## src/rtl/pipeline_hazard_ctrl_if.sv

```systemverilog
// Hazard-control bundle between the 5-stage pipeline datapath and its stall/flush sequencer.
// master : pipeline side. It drives the ID/EX/MEM hazard inputs and receives the register controls.
// slave  : sequencer side. It drives the en/flush pairs, pc_en, the stage valids, the counters and
//          mem_timeout.
// Ports  : id_rs1/id_rs2/id_use_rs1/id_use_rs2/id_fence, ex_rd/ex_memread/ex_redirect,
//          dmem_req/dmem_ready, pc_en, {ifid,idex,exmem,memwb}_{en,flush}, v_id..v_wb,
//          stall_cycles, flush_events, mem_timeout.
interface pipeline_hazard_ctrl_if #(
  parameter int unsigned CNT_W = 32
);
  logic [4:0]       id_rs1;
  logic [4:0]       id_rs2;
  logic             id_use_rs1;
  logic             id_use_rs2;
  logic             id_fence;
  logic [4:0]       ex_rd;
  logic             ex_memread;
  logic             ex_redirect;
  logic             dmem_req;
  logic             dmem_ready;

  logic             pc_en;
  logic             ifid_en;
  logic             ifid_flush;
  logic             idex_en;
  logic             idex_flush;
  logic             exmem_en;
  logic             exmem_flush;
  logic             memwb_en;
  logic             memwb_flush;
  logic             v_id;
  logic             v_ex;
  logic             v_mem;
  logic             v_wb;
  logic [CNT_W-1:0] stall_cycles;
  logic [CNT_W-1:0] flush_events;
  logic             mem_timeout;

  modport master (
    output id_rs1, id_rs2, id_use_rs1, id_use_rs2, id_fence,
           ex_rd, ex_memread, ex_redirect, dmem_req, dmem_ready,
    input  pc_en, ifid_en, ifid_flush, idex_en, idex_flush,
           exmem_en, exmem_flush, memwb_en, memwb_flush,
           v_id, v_ex, v_mem, v_wb, stall_cycles, flush_events, mem_timeout
  );

  modport slave (
    input  id_rs1, id_rs2, id_use_rs1, id_use_rs2, id_fence,
           ex_rd, ex_memread, ex_redirect, dmem_req, dmem_ready,
    output pc_en, ifid_en, ifid_flush, idex_en, idex_flush,
           exmem_en, exmem_flush, memwb_en, memwb_flush,
           v_id, v_ex, v_mem, v_wb, stall_cycles, flush_events, mem_timeout
  );
endinterface

```

## src/rtl/pipeline_hazard_ctrl.sv

```systemverilog
// Central stall/flush sequencer for the 5-stage pipeline.
// It resolves data-memory wait states, EX redirects, FENCE drains and load-use hazards, in that
// priority order. It tracks stage valid bits, counts stall cycles and redirects with saturating
// counters, and raises a sticky memory-wait timeout.
// Ports: CLK (rising edge), RST (synchronous, active low), bus (slave side of the hazard bundle).
// The register controls on bus are combinational. The valids, counters and mem_timeout are
// registered.
module pipeline_hazard_ctrl #(
  parameter int unsigned CNT_W   = 32,
  parameter int unsigned TO_W    = 8,
  parameter int unsigned TIMEOUT = 200
) (
  input logic                   CLK,
  input logic                   RST,
  pipeline_hazard_ctrl_if.slave bus
);

  typedef enum logic [1:0] {
    S_RUN         = 2'd0,
    S_MEM_WAIT    = 2'd1,
    S_FENCE_DRAIN = 2'd2
  } state_e;

  state_e           state_q, state_d;
  logic             v_id_q, v_id_d, v_ex_q, v_ex_d, v_mem_q, v_mem_d, v_wb_q, v_wb_d;
  logic [CNT_W-1:0] stall_q, stall_d, flush_q, flush_d;
  logic [TO_W-1:0]  wd_q, wd_d;
  logic             tmo_q, tmo_d;

  logic mem_stall, redir, pipe_busy, fence_hold, rs_hit, load_use;
  logic pc_en, ifid_en, ifid_flush, idex_en, idex_flush;
  logic exmem_en, exmem_flush, memwb_en, memwb_flush;

  // Hazard detection
  always_comb begin
    mem_stall  = bus.dmem_req & ~bus.dmem_ready & v_mem_q;
    // A redirect is accepted only when memory is not holding the pipeline.
    redir      = bus.ex_redirect & v_ex_q & ~mem_stall;
    pipe_busy  = v_ex_q | v_mem_q | v_wb_q;
    fence_hold = ((state_q == S_FENCE_DRAIN) |
                  ((state_q == S_RUN) & bus.id_fence & v_id_q)) & pipe_busy;
    rs_hit     = (bus.id_use_rs1 & (bus.ex_rd == bus.id_rs1)) |
                 (bus.id_use_rs2 & (bus.ex_rd == bus.id_rs2));
    load_use   = bus.ex_memread & v_ex_q & (bus.ex_rd != 5'd0) & rs_hit & v_id_q;
  end

  // Register controls, highest-priority hazard first
  always_comb begin
    pc_en       = 1'b1;
    ifid_en     = 1'b1;
    ifid_flush  = 1'b0;
    idex_en     = 1'b1;
    idex_flush  = 1'b0;
    exmem_en    = 1'b1;
    exmem_flush = 1'b0;
    memwb_en    = 1'b1;
    memwb_flush = 1'b0;
    if (mem_stall) begin
      // Freeze everything up to MEM and send a bubble into WB.
      pc_en       = 1'b0;
      ifid_en     = 1'b0;
      idex_en     = 1'b0;
      exmem_en    = 1'b0;
      memwb_flush = 1'b1;
    end else if (redir) begin
      ifid_flush = 1'b1;
      idex_flush = 1'b1;
    end else if (fence_hold || load_use) begin
      // Hold the instruction in ID and insert a bubble into EX.
      pc_en      = 1'b0;
      ifid_en    = 1'b0;
      idex_flush = 1'b1;
    end
  end

  // Sequencer next state
  always_comb begin
    state_d = state_q;
    unique case (state_q)
      S_RUN: begin
        if (mem_stall) begin
          state_d = S_MEM_WAIT;
        end else if (!redir && fence_hold) begin
          state_d = S_FENCE_DRAIN;
        end
      end
      S_MEM_WAIT: begin
        if (bus.dmem_ready) begin
          state_d = S_RUN;
        end
      end
      S_FENCE_DRAIN: begin
        // The fence advances into EX in the cycle the pipeline behind it is empty.
        if (!mem_stall && (redir || !pipe_busy)) begin
          state_d = S_RUN;
        end
      end
      default: state_d = S_RUN;
    endcase
  end

  // Valid bits, counters and watchdog. Flush takes priority over enable.
  always_comb begin
    v_id_d  = ifid_flush  ? 1'b0 : (ifid_en  ? 1'b1    : v_id_q);
    v_ex_d  = idex_flush  ? 1'b0 : (idex_en  ? v_id_q  : v_ex_q);
    v_mem_d = exmem_flush ? 1'b0 : (exmem_en ? v_ex_q  : v_mem_q);
    v_wb_d  = memwb_flush ? 1'b0 : (memwb_en ? v_mem_q : v_wb_q);

    stall_d = stall_q;
    if (!pc_en && (stall_q != {CNT_W{1'b1}})) begin
      stall_d = stall_q + CNT_W'(1);
    end
    flush_d = flush_q;
    if (redir && (flush_q != {CNT_W{1'b1}})) begin
      flush_d = flush_q + CNT_W'(1);
    end

    wd_d = '0;
    if (state_q == S_MEM_WAIT) begin
      wd_d = (wd_q != {TO_W{1'b1}}) ? wd_q + TO_W'(1) : wd_q;
    end
    tmo_d = tmo_q | (wd_d >= TO_W'(TIMEOUT));
  end

  // State registers
  always_ff @(posedge CLK) begin
    if (!RST) begin
      state_q <= S_RUN;
      v_id_q  <= 1'b0;
      v_ex_q  <= 1'b0;
      v_mem_q <= 1'b0;
      v_wb_q  <= 1'b0;
      stall_q <= '0;
      flush_q <= '0;
      wd_q    <= '0;
      tmo_q   <= 1'b0;
    end else begin
      state_q <= state_d;
      v_id_q  <= v_id_d;
      v_ex_q  <= v_ex_d;
      v_mem_q <= v_mem_d;
      v_wb_q  <= v_wb_d;
      stall_q <= stall_d;
      flush_q <= flush_d;
      wd_q    <= wd_d;
      tmo_q   <= tmo_d;
    end
  end

  assign bus.pc_en        = pc_en;
  assign bus.ifid_en      = ifid_en;
  assign bus.ifid_flush   = ifid_flush;
  assign bus.idex_en      = idex_en;
  assign bus.idex_flush   = idex_flush;
  assign bus.exmem_en     = exmem_en;
  assign bus.exmem_flush  = exmem_flush;
  assign bus.memwb_en     = memwb_en;
  assign bus.memwb_flush  = memwb_flush;
  assign bus.v_id         = v_id_q;
  assign bus.v_ex         = v_ex_q;
  assign bus.v_mem        = v_mem_q;
  assign bus.v_wb         = v_wb_q;
  assign bus.stall_cycles = stall_q;
  assign bus.flush_events = flush_q;
  assign bus.mem_timeout  = tmo_q;

endmodule

```

## src/flat_wrapper.sv

```systemverilog
// flat-port wrapper written by rule: the top's interface ports become plain ports
module pipeline_hazard_ctrl_flat 
#(
  parameter int unsigned CNT_W   = 32,
  parameter int unsigned TO_W    = 8,
  parameter int unsigned TIMEOUT = 200
)
  (CLK, RST, bus_id_rs1, bus_id_rs2, bus_id_use_rs1, bus_id_use_rs2, bus_id_fence, bus_ex_rd, bus_ex_memread, bus_ex_redirect, bus_dmem_req, bus_dmem_ready, bus_pc_en, bus_ifid_en, bus_ifid_flush, bus_idex_en, bus_idex_flush, bus_exmem_en, bus_exmem_flush, bus_memwb_en, bus_memwb_flush, bus_v_id, bus_v_ex, bus_v_mem, bus_v_wb, bus_stall_cycles, bus_flush_events, bus_mem_timeout);
  pipeline_hazard_ctrl_if #(.CNT_W(CNT_W)) bus_i ();
  input logic CLK;
  input logic RST;
  input wire logic [$bits(bus_i.id_rs1)-1:0] bus_id_rs1;
  input wire logic [$bits(bus_i.id_rs2)-1:0] bus_id_rs2;
  input wire logic [$bits(bus_i.id_use_rs1)-1:0] bus_id_use_rs1;
  input wire logic [$bits(bus_i.id_use_rs2)-1:0] bus_id_use_rs2;
  input wire logic [$bits(bus_i.id_fence)-1:0] bus_id_fence;
  input wire logic [$bits(bus_i.ex_rd)-1:0] bus_ex_rd;
  input wire logic [$bits(bus_i.ex_memread)-1:0] bus_ex_memread;
  input wire logic [$bits(bus_i.ex_redirect)-1:0] bus_ex_redirect;
  input wire logic [$bits(bus_i.dmem_req)-1:0] bus_dmem_req;
  input wire logic [$bits(bus_i.dmem_ready)-1:0] bus_dmem_ready;
  output wire logic [$bits(bus_i.pc_en)-1:0] bus_pc_en;
  output wire logic [$bits(bus_i.ifid_en)-1:0] bus_ifid_en;
  output wire logic [$bits(bus_i.ifid_flush)-1:0] bus_ifid_flush;
  output wire logic [$bits(bus_i.idex_en)-1:0] bus_idex_en;
  output wire logic [$bits(bus_i.idex_flush)-1:0] bus_idex_flush;
  output wire logic [$bits(bus_i.exmem_en)-1:0] bus_exmem_en;
  output wire logic [$bits(bus_i.exmem_flush)-1:0] bus_exmem_flush;
  output wire logic [$bits(bus_i.memwb_en)-1:0] bus_memwb_en;
  output wire logic [$bits(bus_i.memwb_flush)-1:0] bus_memwb_flush;
  output wire logic [$bits(bus_i.v_id)-1:0] bus_v_id;
  output wire logic [$bits(bus_i.v_ex)-1:0] bus_v_ex;
  output wire logic [$bits(bus_i.v_mem)-1:0] bus_v_mem;
  output wire logic [$bits(bus_i.v_wb)-1:0] bus_v_wb;
  output wire logic [$bits(bus_i.stall_cycles)-1:0] bus_stall_cycles;
  output wire logic [$bits(bus_i.flush_events)-1:0] bus_flush_events;
  output wire logic [$bits(bus_i.mem_timeout)-1:0] bus_mem_timeout;
  assign bus_i.id_rs1 = bus_id_rs1;
  assign bus_i.id_rs2 = bus_id_rs2;
  assign bus_i.id_use_rs1 = bus_id_use_rs1;
  assign bus_i.id_use_rs2 = bus_id_use_rs2;
  assign bus_i.id_fence = bus_id_fence;
  assign bus_i.ex_rd = bus_ex_rd;
  assign bus_i.ex_memread = bus_ex_memread;
  assign bus_i.ex_redirect = bus_ex_redirect;
  assign bus_i.dmem_req = bus_dmem_req;
  assign bus_i.dmem_ready = bus_dmem_ready;
  assign bus_pc_en = bus_i.pc_en;
  assign bus_ifid_en = bus_i.ifid_en;
  assign bus_ifid_flush = bus_i.ifid_flush;
  assign bus_idex_en = bus_i.idex_en;
  assign bus_idex_flush = bus_i.idex_flush;
  assign bus_exmem_en = bus_i.exmem_en;
  assign bus_exmem_flush = bus_i.exmem_flush;
  assign bus_memwb_en = bus_i.memwb_en;
  assign bus_memwb_flush = bus_i.memwb_flush;
  assign bus_v_id = bus_i.v_id;
  assign bus_v_ex = bus_i.v_ex;
  assign bus_v_mem = bus_i.v_mem;
  assign bus_v_wb = bus_i.v_wb;
  assign bus_stall_cycles = bus_i.stall_cycles;
  assign bus_flush_events = bus_i.flush_events;
  assign bus_mem_timeout = bus_i.mem_timeout;
  pipeline_hazard_ctrl #(.CNT_W(CNT_W), .TO_W(TO_W), .TIMEOUT(TIMEOUT)) u_core (.CLK(CLK), .RST(RST), .bus(bus_i));
endmodule
```

## config.mk

```make
export PLATFORM = sky130hd
export DESIGN_NAME = pipeline_hazard_ctrl_flat
export DESIGN_NICKNAME = d
export VERILOG_FILES = /design/src/rtl/pipeline_hazard_ctrl_if.sv /design/src/rtl/pipeline_hazard_ctrl.sv /design/src/flat_wrapper.sv
export SDC_FILE = /design/constraint.sdc
export NUM_CORES = 1
export LEC_CHECK = 0
export ABC_CLOCK_PERIOD_IN_PS = 6300
export CAP_MARGIN = 20
export CORE_MARGIN = 4
export CORE_UTILIZATION = 44
export CTS_CLUSTER_DIAMETER = 150
export DETAILED_ROUTE_END_ITERATION = 8
export GPL_ROUTABILITY_DRIVEN = 0
export PLACE_DENSITY_LB_ADDON = 0.15
export SLEW_MARGIN = 20
export SYNTH_ARGS = -nofsm -noshare
export SYNTH_HDL_FRONTEND = slang
export SYNTH_SLANG_ARGS = --single-unit
```

## constraint.sdc

```tcl
create_clock -name CLK -period 6.3 [get_ports CLK]
set_clock_uncertainty 0.2 [all_clocks]
set_input_delay 1.26 -clock CLK [delete_from_list [all_inputs] [get_ports CLK]]
set_output_delay 1.26 -clock CLK [all_outputs]
set_load 0.01 [all_outputs]
```

# Word-level counts from Yosys, hierarchy flattened
# Index checks and enable logic that the tools add are counted.
# classes
addsub,3
multipliers,0
n_div,0
order_cmp,1
eq_ne,10
n_shift,0
mux,17
bitwise_logic,21
reduce_logical,16
# ops
op,count
$add A32 B1 Y32 const B,2
$ne A32 B32 Y1 const B,2
$mux W8,2
$and A1 B1 Y1,13
$eq A5 B5 Y1,2
$mux W1,10
$add A8 B1 Y8 const B,1
$ge A8 B8 Y1 const B,1
$mux W2,4
$ne A8 B8 Y1 const B,1
$pmux W2 S3,1
$reduce_or A2 Y1,3
$or A1 B1 Y1,5
$reduce_bool A5 Y1,1
$logic_and A1 B1 Y1,4
$logic_not A1 Y1,4
$ne A2 B2 Y1 const B,2
$ne A3 B2 Y1 const B,1
$not A1 Y1,3
$reduce_and A3 Y1,1
$eq A2 B1 Y1 const B,1
$eq A2 B2 Y1 const B,1
$logic_not A2 Y1,1
$logic_or A1 B1 Y1,2
# totals
register_bits,79
latch_bits,0
ram_bits,0
romBits,0
input_bits,24
output_inout_bits,78
mem_count,0

# Logic depth before layout (Yosys ltp)
# logic_depth
ltp_word,11
mapped_depth,9

# Worst setup path before layout
# OpenSTA, ideal clock, no wires.
# synth_timing
kind,input to output
startpoint,in bus_dmem_ready
endpoint,out bus_pc_en
arrival_time_ns,2.665
required_time_ns,4.840
slack_ns,2.175
cell_stages,7
path_buffers,4
cell_sequence,and3b_1 > buf_2 > a21o_1 > a31oi_1 > clkbuf_1 > clkbuf_1 > buf_4
# synth_between
elab_chain_cells,7
# synth_rtl
element,line,text
start: declaration,flat_wrapper.sv:21,input wire logic [$bits(bus_i.dmem_ready)-1:0] bus_dmem_ready;
$not A1 Y1 (*),pipeline_hazard_ctrl.sv:36,mem_stall = bus.dmem_req & ~bus.dmem_ready & v_mem_q;
$and A1 B1 Y1 (*) (2 in a row),pipeline_hazard_ctrl.sv:36,
$not A1 Y1,pipeline_hazard_ctrl.sv:38,redir = bus.ex_redirect & v_ex_q & ~mem_stall;
$and A1 B1 Y1,pipeline_hazard_ctrl.sv:38,
$mux W1,--,
$mux W1 (*),--,
end: declaration,flat_wrapper.sv:22,output wire logic [$bits(bus_i.pc_en)-1:0] bus_pc_en;
# Mark *: on every way between the ends. The rest lies on a longest branch, timed or not.

# Worst setup path in the final report
# layout_timing
startpoint,in bus_dmem_ready
endpoint,out bus_ifid_flush
# layout_between
elab_chain_cells,7
# layout_rtl
element,line,text
$not A1 Y1 (*),pipeline_hazard_ctrl.sv:36,
$and A1 B1 Y1 (*) (2 in a row),pipeline_hazard_ctrl.sv:36,
$not A1 Y1,pipeline_hazard_ctrl.sv:38,
$and A1 B1 Y1,pipeline_hazard_ctrl.sv:38,
$mux W1,pipeline_hazard_ctrl.sv:65,end else if (redir) begin
$mux W1 (*),pipeline_hazard_ctrl.sv:58,if (mem_stall) begin
end: declaration,flat_wrapper.sv:24,output wire logic [$bits(bus_i.ifid_flush)-1:0] bus_ifid_flush;
# Marks and branches as above.

==> results.sh <==
export IMPL_viasPerCell=5.621
export IMPL_cts_tree="built"
export IMPL_fin_crit_sh_pct=77.74
export IMPL_clock_path_buffers=2
export IMPL_irDropWorstVdd_mv=0.1314
export IMPL_startpoint="bus_dmem_ready"
export IMPL_p_seq_share_pct=48.7
export IMPL_synth_area_sq_um=4194
export IMPL_antenna_found_initial=0
export IMPL_clock_sinks=79
export IMPL_regToRegStartpoint="u_core.bus.stall_cycles[0]$_SDFFE_PN0P_"
export IMPL_die_h_um=105.6
export IMPL_rows=35
export IMPL_dominantRegCellSynth="dfxtp_1"
export IMPL_route_met2_wl_mm=4.998
export IMPL_endpoint="bus_ifid_flush"
export IMPL_grt_pass1_vias=3907
export IMPL_core_area_sq_um=9240
export IMPL_hold_viol=0
export IMPL_syn2layout_area_growth_pct=30.82
export IMPL_regToRegSetupSlack_ps=3460
export IMPL_drt_iter0_markers=169
export IMPL_num_vias=4053
export IMPL_yosysTopAreaCellShare_pct=37.71
export IMPL_fin_nets=615
export IMPL_worstSetupPathType="in -> out"
export IMPL_worst_pin_slew_ps=991.1
export IMPL_die_w_um=105.6
export IMPL_highest_layer="met4"
export IMPL_synth_cell_type_count=55
export IMPL_ys_top_cells_by_count="79 x dfxtp_1, 41 x nand2_1, 39 x nor2_1, 38 x a21oi_1, 32 x xnor2_1"
export IMPL_n_antenna_cell=0
export IMPL_clock_latency_ps=340
export IMPL_synth_seq_area_share_pct=37.71
export IMPL_cts_max_level=3
export IMPL_met3_length_um=617
export IMPL_cts_root_buf="clkbuf_8"
export IMPL_status="completed"
export IMPL_async_flop_share_pct=0
export IMPL_yosysTopAreaCell="dfxtp_1"
export IMPL_setup_viol=0
export IMPL_hold_buffers=0
export IMPL_utilization_pct=59.38
export IMPL_slew_viol_final=0
export IMPL_yosys_top_cells_area="dfxtp_1 38%, xnor2_1 6.7%, a21oi_1 4.5%, nand3_1 3.7%, nand2_1 3.7%"
export IMPL_p_per_area_nw_per_um2=189.6
export IMPL_drt_wl_total_mm=10.78
export IMPL_start_kind="primary input"
export IMPL_crit_fanout=12
export IMPL_p_int_uw=809.3
export IMPL_globalRoute_totalOverflow=0
export IMPL_ctsResizeCount=0
export IMPL_p_switching_uw=230.8
export IMPL_post_cts_buffers=0
export IMPL_swShare_pct=22.19
export IMPL_grt_usage_pct=19.40
export IMPL_rsz0062_at_grt="no"
export IMPL_cap_violations=0
export IMPL_initial_core_util_pct=45.39
export IMPL_drc_errors=0
export IMPL_postSynthAreaPerCell_sq_um=8.289
export IMPL_crit_required_ps=4840
export IMPL_antenna_left=0
export IMPL_relSlewSlack_pct=33.83
export IMPL_numCtsBuffers=9
export IMPL_r2r_end="u_core.bus.stall_cycles[12]$_SDFFE_PN0P_"
export IMPL_io_buffers=99
export IMPL_synthMostInstantiatedCell="dfxtp_1"
export IMPL_synth_edf_count=0
export IMPL_dp_hpwl_mm=7.646
export IMPL_hp_class="reg -> reg"
export IMPL_syn_inst=506
export IMPL_wl_met1_mm=5.014
export IMPL_leakage_nw=1.768
export IMPL_max_clock_freq_mhz=204.2
export IMPL_num_io_pins=102
export IMPL_grt_max_degree=55
export IMPL_layout_drive_gt1_share_pct=5.743
export IMPL_end_kind="primary output"
export IMPL_synth_seq_cells=79
export IMPL_fin_crit_ps=4898
export IMPL_critPathArrivalTime_ps=3440
export IMPL_wl_per_cell_um=14.95
export IMPL_pwr_share_clk_pct=44.2
export IMPL_die_area_sq_um=11160
export IMPL_finalSetupTns_ps=0
export IMPL_power_frac_comb_pct=7.1
export IMPL_reg2reg_depth=7
export IMPL_synth_warnings=0
export IMPL_synth_fp_nets=533
export IMPL_grt_first_pass_wirelength_mm=18.31
export IMPL_first_pass_iters=4
export IMPL_clkTransAtPathRegs_ps=80
-- cell families (layout without fill, tap and decap cells) --
kind of cell / Yosys count / count (layout) / share of synthesized area, %
AOI/OAI and AO/OA: 87 / 87 / 13.22
xor gates and xnor gates: 36 / 36 / 7.518
adders and majority gates: 3 / 3 / 0.8951
buffers and inverters: 42 / 128 / 4.535
DFF: 79 / 79 / 37.71
muxes: 13 / 13 / 3.103
other: 2 / 2 / 0.1791
and+or+nand+nor: 244 / 244 / 32.85
-- layout by cell type, fill, tap and decap left out, types with 10 or more instances in the layout --
cell type / count
a21oi_1: 38
nand3_1: 31
dfxtp_1: 79
clkdlybuf4s50_1: 99
clkbuf_8: 10
nand2b_1: 12
xnor2_1: 32
nor3_1: 21
nand4_1: 19
mux2i_1: 13
inv_1: 10
nor2_1: 39
nor4_1: 10
nand2_1: 41
and3_1: 12
o21ai_0: 11
o31ai_1: 16
or4_1: 16
-- routing by layer --
layer / GRT usage [%] / vias up
li1: - / 2007
met1: 25.71 / 1913
met2: 31.83 / 121
met3: 3.797 / 12
met4: 6.105 / 0
met5: 0 / -
-- critical path, stage by stage --
cell	delay, ps
clkdlybuf4s50_1	470
and3b_1	250
inv_1	180
nand3_1	350
inv_1	330
clkdlybuf4s50_1	590
-- sequential cells by signal, indices dropped and copies added, names as in the netlist --
register and cells:
u_core.bus.flush_events 32, u_core.bus.stall_cycles 32, u_core.wd_q 8, u_core.state_q 2
u_core.bus.mem_timeout 1, u_core.bus.v_ex 1, u_core.bus.v_id 1, u_core.bus.v_mem 1
u_core.bus.v_wb 1
-- worst min-delay path by stage --
stage,startpoint,depth (start not counted),to
finish,u_core.bus.mem_timeout$_SDFF_PN0_,2,u_core.bus.mem_timeout$_SDFF_PN0_
global route,u_core.bus.mem_timeout$_SDFF_PN0_,2,u_core.bus.mem_timeout$_SDFF_PN0_
CTS,u_core.bus.mem_timeout$_SDFF_PN0_,2,u_core.bus.mem_timeout$_SDFF_PN0_
detailed placement,u_core.bus.mem_timeout$_SDFF_PN0_,2,u_core.bus.mem_timeout$_SDFF_PN0_
global placement,u_core.bus.mem_timeout$_SDFF_PN0_,2,u_core.bus.mem_timeout$_SDFF_PN0_
floorplan,u_core.state_q[1]$_SDFFE_PN0P_,1,u_core.state_q[0]$_SDFFE_PN0P_
-- power groups by stage --
stage / Sequential (mW) / Combinational [mW] / Clock (mW)
2_1_floorplan: 0.519 / 0.0377 / 0
3_3_place_gp: 0.519 / 0.0725 / 0
3_5_place_dp: 0.519 / 0.0742 / 0
4_1_cts: 0.507 / 0.0745 / 0.471
5_1_grt: 0.508 / 0.0814 / 0.492
6_report: 0.507 / 0.0737 / 0.459
-- layout make-up --
type                            instances  area [sq um]
Clock inverter                          5         106.4
Inverter                               11         41.29
Sequential cell                        79          1582
Fill cell                             868          3754
Multi-Input combinational cell        385          2445
Tap cell                              129         161.4
Clock buffer                           10         137.6
Timing Repair Buffer                  102          1013
-- stage by stage --
stage          cell area (sq um)  hold slack, ps  total power [mW]  instances  setup slack, ps
2_1_floorplan               4194           245.7            0.5567        506             2175
3_3_place_gp                5235           236.5            0.5912        706             1467
3_5_place_dp                5243           243.7            0.5929        706             1388
4_1_cts                     5487           256.7             1.052        721             1384
5_1_grt                     5487           283.4             1.081        721             1215
6_report                    5487           249.0             1.040        721             1402
No activity file was read; power rests on OpenSTA's default activity.
